==> src/rtl/vga_stream_out.sv <==
// Programmable-timing VGA raster generator fed by a valid/ready pixel stream.
// A small FIFO buffers the stream; SOF words lock the stream to raster origin.
module vga_stream_out #(
  parameter int unsigned H_ACTIVE   = 640,
  parameter int unsigned H_FP       = 16,
  parameter int unsigned H_SYNC     = 96,
  parameter int unsigned H_BP       = 48,
  parameter int unsigned V_ACTIVE   = 480,
  parameter int unsigned V_FP       = 10,
  parameter int unsigned V_SYNC     = 2,
  parameter int unsigned V_BP       = 33,
  parameter int unsigned CBITS      = 2,
  parameter int unsigned FIFO_DEPTH = 16,
  parameter int unsigned SYNC_POL   = 0
) (
  input  logic               clk,
  input  logic               rst,
  input  logic               enable,
  input  logic [3*CBITS-1:0] pix_data,
  input  logic               pix_sof,
  input  logic               pix_valid,
  output logic               pix_ready,
  output logic [CBITS-1:0]   vga_r,
  output logic [CBITS-1:0]   vga_g,
  output logic [CBITS-1:0]   vga_b,
  output logic               hsync,
  output logic               vsync,
  output logic               de,
  output logic [11:0]        sx,
  output logic [11:0]        sy,
  output logic               frame_start,
  output logic               underflow,
  input  logic               clr_underflow
);

  localparam int unsigned HT     = H_ACTIVE + H_FP + H_SYNC + H_BP;
  localparam int unsigned VT     = V_ACTIVE + V_FP + V_SYNC + V_BP;
  localparam int unsigned HS_BEG = H_ACTIVE + H_FP;
  localparam int unsigned HS_END = HS_BEG + H_SYNC;
  localparam int unsigned VS_BEG = V_ACTIVE + V_FP;
  localparam int unsigned VS_END = VS_BEG + V_SYNC;
  localparam int unsigned DW     = 3 * CBITS;
  localparam int unsigned EW     = DW + 1;
  localparam int unsigned AW     = $clog2(FIFO_DEPTH);
  localparam int unsigned CW     = AW + 1;
  localparam logic        IDLE_LVL = (SYNC_POL == 0) ? 1'b1 : 1'b0;

  typedef enum logic [1:0] {IDLE, RESYNC, RUN} state_t;

  state_t          state, state_nxt;
  logic [11:0]     cx, cy;
  logic [EW-1:0]   mem [FIFO_DEPTH];
  logic [AW-1:0]   wr_ptr, rd_ptr;
  logic [CW-1:0]   count;
  logic            empty, full, push, pop, flush;
  logic [EW-1:0]   head;
  logic            head_sof;
  logic [DW-1:0]   head_data;
  logic            active, at_origin, at_end, hs_act, vs_act;
  logic            err, show;

  assign empty     = (count == '0);
  assign full      = (count == CW'(FIFO_DEPTH));
  assign pix_ready = !full && (state != IDLE);
  assign push      = pix_valid && pix_ready && !flush;
  assign head      = mem[rd_ptr];
  assign head_sof  = head[EW-1];
  assign head_data = head[DW-1:0];

  assign active    = (cx < 12'(H_ACTIVE)) && (cy < 12'(V_ACTIVE));
  assign at_origin = (cx == 12'd0) && (cy == 12'd0);
  assign at_end    = (cx == 12'(HT - 1)) && (cy == 12'(VT - 1));
  assign hs_act    = (cx >= 12'(HS_BEG)) && (cx < 12'(HS_END));
  assign vs_act    = (cy >= 12'(VS_BEG)) && (cy < 12'(VS_END));

  always_ff @(posedge clk or negedge rst) begin
    if (!rst) state <= IDLE;
    else      state <= state_nxt;
  end

  // Stream alignment: drop junk until SOF, then consume one word per active pixel.
  always_comb begin
    state_nxt = state;
    pop       = 1'b0;
    err       = 1'b0;
    show      = 1'b0;
    flush     = 1'b0;
    if (!enable) begin
      state_nxt = IDLE;
      flush     = 1'b1;
    end else begin
      case (state)
        IDLE: begin
          state_nxt = RESYNC;
          flush     = 1'b1;
        end
        RESYNC: begin
          if (!empty && !head_sof) pop = 1'b1;
          if (at_end && !empty && head_sof) state_nxt = RUN;
        end
        RUN: begin
          if (active) begin
            if (empty) begin
              err       = 1'b1;
              state_nxt = RESYNC;
            end else if (head_sof != at_origin) begin
              // A misplaced SOF stays at the head so the next frame can lock on it.
              err       = 1'b1;
              state_nxt = RESYNC;
              pop       = !head_sof;
            end else begin
              pop  = 1'b1;
              show = 1'b1;
            end
          end
        end
        default: state_nxt = IDLE;
      endcase
    end
  end

  // Raster counters, held at origin while idle.
  always_ff @(posedge clk or negedge rst) begin
    if (!rst) begin
      cx <= '0;
      cy <= '0;
    end else if (!enable || state == IDLE) begin
      cx <= '0;
      cy <= '0;
    end else if (cx == 12'(HT - 1)) begin
      cx <= '0;
      cy <= (cy == 12'(VT - 1)) ? 12'd0 : cy + 12'd1;
    end else begin
      cx <= cx + 12'd1;
    end
  end

  always_ff @(posedge clk or negedge rst) begin
    if (!rst) begin
      wr_ptr <= '0;
      rd_ptr <= '0;
      count  <= '0;
    end else if (flush) begin
      wr_ptr <= '0;
      rd_ptr <= '0;
      count  <= '0;
    end else begin
      if (push) wr_ptr <= wr_ptr + AW'(1);
      if (pop)  rd_ptr <= rd_ptr + AW'(1);
      case ({push, pop})
        2'b10:   count <= count + CW'(1);
        2'b01:   count <= count - CW'(1);
        default: count <= count;
      endcase
    end
  end

  always_ff @(posedge clk) begin
    if (push) mem[wr_ptr] <= {pix_sof, pix_data};
  end

  // Output stage, one clock behind cx/cy.
  always_ff @(posedge clk or negedge rst) begin
    if (!rst) begin
      {vga_r, vga_g, vga_b} <= '0;
      hsync       <= IDLE_LVL;
      vsync       <= IDLE_LVL;
      de          <= 1'b0;
      sx          <= '0;
      sy          <= '0;
      frame_start <= 1'b0;
    end else if (!enable || state == IDLE) begin
      {vga_r, vga_g, vga_b} <= '0;
      hsync       <= IDLE_LVL;
      vsync       <= IDLE_LVL;
      de          <= 1'b0;
      sx          <= '0;
      sy          <= '0;
      frame_start <= 1'b0;
    end else begin
      {vga_r, vga_g, vga_b} <= show ? head_data : '0;
      hsync       <= hs_act ^ IDLE_LVL;
      vsync       <= vs_act ^ IDLE_LVL;
      de          <= active;
      sx          <= cx;
      sy          <= cy;
      frame_start <= at_origin;
    end
  end

  always_ff @(posedge clk or negedge rst) begin
    if (!rst)               underflow <= 1'b0;
    else if (err)           underflow <= 1'b1;
    else if (clr_underflow) underflow <= 1'b0;
  end

endmodule

==> config.mk <==
export PLATFORM = sky130hd
export DESIGN_NAME = vga_stream_out
export DESIGN_NICKNAME = d
export VERILOG_FILES = /design/src/rtl/vga_stream_out.sv
export SDC_FILE = /design/constraint.sdc
export NUM_CORES = 1
export LEC_CHECK = 0
export ABC_AREA = 1
export CAP_MARGIN = 0
export CORE_ASPECT_RATIO = 1.2
export CORE_MARGIN = 2
export CORE_UTILIZATION = 57
export CTS_CLUSTER_SIZE = 20
export DETAILED_ROUTE_END_ITERATION = 7
export HOLD_SLACK_MARGIN = 0.1
export PLACE_DENSITY = 0.77
export SYNTH_ARGS = -nofsm -noshare
export SYNTH_HDL_FRONTEND = slang
export SYNTH_SLANG_ARGS = --single-unit
==> constraint.sdc <==
create_clock -name clk -period 3.95 [get_ports clk]
set_input_delay 0.5925 -clock clk [delete_from_list [all_inputs] [get_ports clk]]
set_output_delay 0.5925 -clock clk [all_outputs]
set_load 0.03 [all_outputs]
==> results.yml, run 1 <==
power_and_ir_drop:
  leakage_nw: 3.72
  total_power_w: 0.00493
  power.density_nw_per_um2: 527
  vdd_drop_max_uv: 318
layout:
  fillers: 1009
  drive_gt1_share_pct: 11.0
  final_area_um2: 9350
  fin_nets: 832
  diodes: 0
  finalNonFillerCells: 986
  areaGrowthSynthToFinish_pct: 14.5
  final_cell_mix: "nand2_1, edfxtp_1, nor2_1"
  layout_commonest_cell: "nand2_1"
critical_path:
  crit_arrival_ns: 3.63
  crit_top_cell: "nand2_1"
  cp.required_ns: 4.31
  crit_chain: "inv_6 > nor2_8 > nand3_2 > nand2_1 > nor2_1 > nand2_1 > nand2_1 > ha_1 > nor2_1 > nand2_2 > nand2_4 > nand3_4 > fa_1 > o21ai_0 > xor2_1 > nand4_1 > nand2_1 > nand3_1 > nand2_1"
  cp-start-kind: "flip-flop"
  cp_max_fo: 17
  cp-end-kind: "flip-flop"
  path_class: "reg -> reg"
  max_stage_delay_ns: 0.61
  crit_path_top_delay_cell: "dfrtp_1"
routing:
  wl_per_cell_um: 18.6
  postRouteWirelength_um: 18300
  drt_iter0_drc: 678
  drt_pass1_iterations: 7
  drt-vias-per-instance: 5.87
  postRouteAntennaNets: 0
  vias: 5787
  drc: 2
synthesis:
  async_reset_ff_share_pct: 39.8
  yosysSeqAreaShare_pct: 63.9
  syn-num-nets: 775
  ys_seq_elements: 186
  synthMuxAreaShare_pct: 0
  syn_area_per_cell_um2: 11.0
  synth_xor_area_share_pct: 0.644
  syn_inst: 745
  synthAdderAreaFrac_pct: 2.85
  synth_top_family_by_area: "simple AND/OR/NAND/NOR gates"
  synthSimpleGateAreaFrac_pct: 18.2
  yosysUniqueCellTypes: 54
  synth_edf_count: 112
  synth-main-ff-cell: "edfxtp_1"
  synth_compound_area_share_pct: 8.55
  synth_area_um2: 8160
  yosysWarningCount: 0
global_route:
  grt_first_pass_wirelength_um: 29200
  grt_pass1_vias: 5717
  grt_overflow: 0
  grtUsageTotal_pct: 25.2
  grt_max_degree: 75
  grt_antenna_before_repair: 0
clock_tree:
  post_cts_buffers: 0
  htree_levels: 4
  numCtsBuffers: 17
  worstSkewPairLatency_ns: 0.43
  postCtsHoldBufs: 0
  cts.clk_slew.worst_paths_ns: 0.06
  cts_tree: "done"
  root_buffer: "clkbuf_16"
  cts_buffer_depth: 2
  cts.sinks: 186
  ctsResizeCount: 0
die:
  design.die.area_um2: 15300
  start_util_pct: 58.8
  boundaryPins: 48
  coreArea_um2: 13900
  die_w_um: 113
  num_rows: 47
  dieHeight_um: 135
timing:
  post-route-period-util_pct: 82.7
  finalHoldViolations: 0
  clock_skew_ns: 0.00909
  timing.fmax_mhz: 306
  setup_viol: 0
  slew_violations: 0
  holdWs_ns: 0.275
  tns_ns: 0
  rsz0062_at_grt: "false"
  worst_slew_pin_slew_ns: 1.02
  slew_headroom_pct: 32.3
  finalCriticalPeriod_ns: 3.27
place:
  placed_area_um2: 8800
  hpwl_um: 12500
  port_buffers: 47
  place_congestion: 0.902
  dpl.cell_count: 954
min_path:
  min_path_type: "in -> async"
run:
  maxCapViolCount: 0
run_status:
  status: "finished with violations"
  violations: "design-rule violations"
state kept, by name (all words and copies together) (netlist names), 4 cells and up:
name	count
mem	112
cx	12
cy	12
sx	12
sy	12
count	5
rd_ptr	4
wr_ptr	4
area by class of cell:
cell class / instances / area (µm²) / area share [%]
timing repair buffer: 64 / 596 / 6.37
tap: 171 / 214 / 2.29
clock inverter: 14 / 124 / 1.32
sequential: 186 / 5220 / 55.8
clock buffer: 18 / 429 / 4.59
inverter: 75 / 297 / 3.17
multi-input combinational: 458 / 2470 / 26.4
cells in the mapped netlist, types with 3 or more instances:
cell	number	share of area [%]
nor4_1	5	0.38
a21oi_1	52	3.2
nor3_1	22	1.3
inv_2	10	0.46
nand3_1	36	2.2
a22oi_1	4	0.37
inv_1	60	2.8
nor2_1	75	3.4
buf_2	9	0.55
xnor2_1	3	0.32
a31oi_1	6	0.46
nand2_1	150	6.9
ha_1	17	2.6
buf_6	5	0.69
nand2_2	4	0.31
nand3_2	4	0.49
buf_4	5	0.46
o21ai_0	19	1.2
nand2_4	4	0.55
xor2_1	3	0.32
o21ai_1	7	0.43
clkbuf_1	6	0.28
nand4_1	8	0.61
edfxtp_1	112	41
a221o_1	3	0.37
dfrtp_1	72	22
a32o_1	6	0.74
metrics by stage:
step           worst slack (ns)  utilization [%]
2_1_floorplan              1.20                -
3_3_place_gp              0.835             63.4
3_5_place_dp              0.770             63.4
4_1_cts                   0.744             67.4
5_1_grt                   0.408             67.4
6_report                  0.684             67.4
critical path, delay by kind of cell, from the launching register on:
family	cells	cell delay [ns]
AOI/OAI and AO/OA	1	0.23
buffers and inverters	1	0.16
DFF	1	0.61
xor gates and xnor gates	1	0.22
and+or+nand+nor	14	1.36
adders and majority gates	2	0.62
power by group:
| group | internal, W | switching [W] |
|---|---|---|
| Clock | 0.000869 | 0.000703 |
| Combinational | 0.000339 | 0.000839 |
| Sequential | 0.00213 | 0.0000502 |
final timing paths:
path	start	to	slack, ns	cells after the start
worst max register to register	rd_ptr[2]	count[4]	0.68	19
max in group asynchronous	rst	cx[11]	2.96	1
min in group clk	cx[11]	cx[11]	0.49	1
worst min register to register	cx[11]	cx[11]	0.49	1
worst max-delay path	rd_ptr[2]	count[4]	0.68	19
worst min-delay path	rst	vga_r[1]	0.28	1
cell families after synthesis:
family	Yosys count
xor gates and xnor gates	6
adders and majority gates	18
and+or+nand+nor	320
AOI/OAI and AO/OA	114
DFF	186
buffers and inverters	101
routing by layer:
layer | routed length [µm] | GRT usage [%]
met1 | 6850 | 28.8
met2 | 9340 | 43.8
met3 | 1380 | 6.51
met4 | 745 | 12.7
met5 | 0 | 0
Power figures use the tool's default switching activity.
==> inputs of run 2 (changes only) <==
==> constraint.sdc (replaced) <==
create_clock -name clk -period 3.2 [get_ports clk]
set_input_delay 0.48 -clock clk [delete_from_list [all_inputs] [get_ports clk]]
set_output_delay 0.48 -clock clk [all_outputs]
set_load 0.03 [all_outputs]
==> results.yml, run 2 (synthesis results as in run 1) <==
power_and_ir_drop:
  intPower_w: 0.00422
  leakage_nw: 3.82
  p_sw_share_pct: 32.8
  p_seq_share_pct: 42.8
  clkPwrFrac_pct: 32.6
  pwr-share-comb_pct: 24.6
  vdd_drop_max_uv: 472
  p_sw_w: 0.00206
  power.density_nw_per_um2: 657
timing:
  timing.fmax_mhz: 331
  worst_slew_pin_slew_ns: 0.988
  slew_violations: 0
  slew_headroom_pct: 34.1
  rsz0062_at_grt: "false"
  finalCriticalPeriod_ns: 3.02
  clock_skew_ns: 0.00974
  setup_viol: 0
  finalHoldViolations: 0
  post-route-period-util_pct: 94.4
  tns_ns: 0
layout:
  areaGrowthSynthToFinish_pct: 17.0
  top_register: "mem"
  final_area_um2: 9550
  diodes: 0
  layout_commonest_cell: "nand2_1"
  drive_gt1_share_pct: 14.6
  fillers: 982
  largest_reg_flops: 112
  final_cell_mix: "nand2_1, edfxtp_1, nor2_1"
  fin_nets: 850
clock_tree:
  cts_buffer_depth: 2
  cts.sinks: 186
  htree_levels: 4
  worstSkewPairLatency_ns: 0.44
  root_buffer: "clkbuf_16"
  cts.clk_slew.worst_paths_ns: 0.07
  numCtsBuffers: 17
  postCtsHoldBufs: 0
  cts_tree: "done"
place:
  place_congestion: 0.886
  port_buffers: 47
  hpwl_um: 12800
  placed_area_um2: 8890
critical_path:
  cp-end-kind: "flip-flop"
  cp.required_ns: 3.58
  cp-start-kind: "flip-flop"
  path_class: "reg -> reg"
  r2r_cells: 21
  cp_max_fo: 8
  crit_arrival_ns: 3.40
die:
  dieHeight_um: 135
  boundaryPins: 48
  coreArea_um2: 13900
  die_w_um: 113
  num_rows: 47
  design.die.area_um2: 15300
  start_util_pct: 58.8
global_route:
  grt_first_pass_wirelength_um: 29900
  grtUsageTotal_pct: 25.7
  grt_antenna_before_repair: 0
  grt_pass1_vias: 5935
  grt_max_degree: 75
  grt_overflow: 0
routing:
  drc: 2
  postRouteWirelength_um: 18700
  drt_iter0_drc: 480
  wl_per_cell_um: 18.6
  drt_pass1_iterations: 7
  drt-vias-per-instance: 5.76
  postRouteAntennaNets: 0
  vias: 5788
min_path:
  min_path_type: "in -> async"
run:
  maxCapViolCount: 0
run_status:
  violations: "design-rule violations"
  status: "finished with violations"
-- run 2: worst max-delay path, stage by stage, from the launching register on --
cell and delay [ns]:
dfrtp_4 0.50, clkbuf_4 0.19, nand2_1 0.08, nand2_1 0.06, nand2_1 0.05, nand3_1 0.07
nand2_1 0.11, nand2_1 0.10, ha_1 0.21, nor2_1 0.14, nand2_2 0.08, nand2_4 0.11
nand3_4 0.09, inv_2 0.09, ha_1 0.25, a21oi_1 0.18, o21ai_1 0.12, xor2_1 0.21
nand4_1 0.11, nand2_1 0.08, nand3_1 0.06, nand2_1 0.06
-- run 2: final cells by class --
cell class	count	area (µm²)	share of cell area, %
clock inverter	15	154	1.61
clock buffer	17	425	4.45
tap	171	214	2.24
inverter	75	299	3.13
multi-input combinational	458	2490	26.1
sequential	186	5220	54.7
timing repair buffer	82	743	7.78
-- run 2: power by group through the flow --
stage / clock network (W) / registers [W] / logic, W
floorplan: 0 / 0.00274 / 0.00107
global route: 0.00217 / 0.00269 / 0.00168
global placement: 0 / 0.00275 / 0.00138
detailed placement: 0 / 0.00275 / 0.00143
finish: 0.00204 / 0.00269 / 0.00154
CTS: 0.00207 / 0.00271 / 0.00144
-- run 2: what timing repair did --
item,CTS,global route
buffers inserted,0,6
endpoints found under the setup margin,0,1
gates resized for setup,0,13
-- run 2: final timing paths --
path	slack (ns)	end	from
worst min register to register	0.50	cx[11]	cx[11]
worst max-delay path	0.18	count[4]	rd_ptr[0]
max in group asynchronous	2.29	rd_ptr[0]	rst
worst max register to register	0.18	count[4]	rd_ptr[0]
min in group clk	0.50	cx[11]	cx[11]
worst min-delay path	0.21	vga_r[1]	rst
-- run 2: per-stage QoR --
step | std cells | setup slack (ns) | util, % | hold WS (ns) | power (W)
after floorplan | 745 | 0.452 | - | 0.184 | 0.00381
after global placement | 966 | 0.202 | 64.0 | 0.468 | 0.00414
after detailed placement | 966 | 0.0499 | 64.0 | 0.488 | 0.00418
after CTS | 998 | 0.0320 | 68.2 | 0.240 | 0.00622
after global routing | 1004 | 0.00295 | 68.8 | 0.285 | 0.00654
final | 1004 | 0.179 | 68.8 | 0.205 | 0.00627
-- run 2: routing by layer --
layer | part of all wire (%) | global-route usage, %
met5 | 0 | 0
met4 | 3.5 | 11.1
met3 | 6.7 | 6.24
met2 | 53 | 45.5
met1 | 37 | 29.8
==> inputs of run 3 (changes only) <==
--- a/config.mk
+++ b/config.mk
@@ -10,10 +10,12 @@
 export CORE_ASPECT_RATIO = 1.2
 export CORE_MARGIN = 2
 export CORE_UTILIZATION = 57
+export CTS_BUF_LIST = sky130_fd_sc_hd__clkbuf_8
 export CTS_CLUSTER_SIZE = 20
 export DETAILED_ROUTE_END_ITERATION = 7
 export HOLD_SLACK_MARGIN = 0.1
 export PLACE_DENSITY = 0.77
+export SLEW_MARGIN = 20
 export SYNTH_ARGS = -nofsm -noshare
 export SYNTH_HDL_FRONTEND = slang
 export SYNTH_SLANG_ARGS = --single-unit
==> results.yml, run 3 (synthesis results as in run 1) <==
timing:
  finalCriticalPeriod_ns: 3.03
  clock_skew_ns: 0.0120
  post-route-period-util_pct: 94.7
  worst_slew_pin_slew_ns: 0.727
  finalHoldViolations: 0
  timing.fmax_mhz: 330
  slew_violations: 0
  setup_viol: 0
  slew_headroom_pct: 51.6
run_status:
  violations: "design-rule violations"
  status: "finished with violations"
layout:
  top_register: "mem"
  fin_nets: 852
  finalNonFillerCells: 1006
  drive_gt1_share_pct: 14.7
  regArea_um2: 5220
  largest_reg_flops: 112
  diodes: 0
  multi_input_area_um2: 2490
  fillers: 1016
  final_cell_mix: "nand2_1, edfxtp_1, nor2_1"
  final_area_um2: 9370
  areaGrowthSynthToFinish_pct: 14.7
  layout_commonest_cell: "nand2_1"
power_and_ir_drop:
  vdd_drop_max_uv: 384
  power.density_nw_per_um2: 613
  leakage_nw: 3.74
critical_path:
  crit_top_cell: "nand2_1"
  cp-start-kind: "flip-flop"
  crit_arrival_ns: 3.47
  cp-end-kind: "flip-flop"
  max_stage_delay_ns: 0.54
  cp.required_ns: 3.63
  path_buf_inv: 2
  crit_chain: "clkbuf_4 > nand2_1 > nand3_2 > nand2_1 > nor2_1 > nand2_2 > nand2_1 > ha_1 > nor2_1 > nand2_2 > nand2_4 > nand3_4 > inv_2 > ha_1 > a21oi_1 > o21ai_1 > xor2_1 > nand4_1 > nand2_1 > nand3_1 > nand2_1"
  crit_path_top_delay_cell: "dfrtp_4"
  cp_max_fo: 8
  cp_top_family: "simple AND/OR/NAND/NOR gates"
  path_class: "reg -> reg"
run:
  maxCapViolCount: 0
place:
  dpl.cell_count: 966
  hpwl_um: 12800
  placed_area_um2: 8890
  place_congestion: 0.886
  port_buffers: 47
die:
  dieHeight_um: 135
  die_w_um: 113
  design.die.area_um2: 15300
  coreArea_um2: 13900
  start_util_pct: 58.8
  num_rows: 47
  boundaryPins: 48
clock_tree:
  numCtsBuffers: 17
  cts_buffer_depth: 2
  cts_tree: "done"
  cts.sinks: 186
  cts.clk_slew.worst_paths_ns: 0.10
  htree_levels: 4
  worstSkewPairLatency_ns: 0.49
  root_buffer: "clkbuf_8"
routing:
  postRouteAntennaNets: 0
  drt_pass1_iterations: 7
  wl_per_cell_um: 18.5
  drt_iter0_drc: 518
  vias: 5732
  postRouteWirelength_um: 18600
  drt-vias-per-instance: 5.70
  drc: 2
global_route:
  grtUsageTotal_pct: 25.6
  grt_first_pass_wirelength_um: 29600
  grt_pass1_vias: 5895
  grt_antenna_before_repair: 0
  grt_overflow: 0
  grt_max_degree: 75
min_path:
  min_path_type: "reg -> reg"
-- run 3: layout make-up --
cell class,instances,share of cell area (%)
Clock buffer,17,2.50
Clock inverter,15,1.64
Inverter,75,3.19
Multi-Input combinational cell,458,26.6
Sequential cell,186,55.8
Tap cell,171,2.28
Timing Repair Buffer,84,8.00
-- run 3: power breakdown --
part | switching, W | internal (W) | leakage [nW]
combinational | 0.00103 | 0.000481 | 1.53
sequential | 0.0000687 | 0.00262 | 2.02
clock | 0.000897 | 0.000641 | 0.192
total | 0.00200 | 0.00374 | 3.74
-- run 3: what timing repair did --
action	in CTS	in global routing
hold endpoints to repair	0	39
setup buffers	0	7
hold buffers	0	1
setup endpoints to repair	0	1
gates resized for setup	0	13
-- run 3: final timing paths --
check                               start        end  slack (ns)  depth (start not counted)
worst max-delay path            rd_ptr[0]   count[4]        0.17                         21
worst min-delay path                cx[0]      cx[0]        0.50                          1
worst max register to register  rd_ptr[0]   count[4]        0.17                         21
worst min register to register      cx[0]      cx[0]        0.50                          1
max in group asynchronous             rst  rd_ptr[2]        2.07                          2
min in group asynchronous             rst      sx[0]        0.59                          2
-- run 3: stage by stage --
step | setup TNS (ns) | total power, W | util [%] | hold WS, ns | setup WS, ns
after floorplan | 0 | 0.00381 | - | 0.184 | 0.452
after global placement | 0 | 0.00414 | 64.0 | 0.468 | 0.202
after detailed placement | 0 | 0.00418 | 64.0 | 0.488 | 0.0499
after CTS | 0 | 0.00569 | 66.8 | 0.182 | 0.0273
after global routing | -0.00439 | 0.00600 | 67.5 | 0.511 | -0.00439
final | 0 | 0.00574 | 67.5 | 0.503 | 0.168
-- run 3: layer usage --
| metal | global-route usage, % | vias to the layer above | wire length [µm] |
|---|---|---|---|
| li1 | - | 2697 | - |
| met1 | 30.0 | 2754 | 7080 |
| met4 | 15.4 | 0 | 879 |
| met2 | 43.6 | 222 | 9510 |
| met5 | 0 | - | 0 |
| met3 | 5.16 | 59 | 1110 |
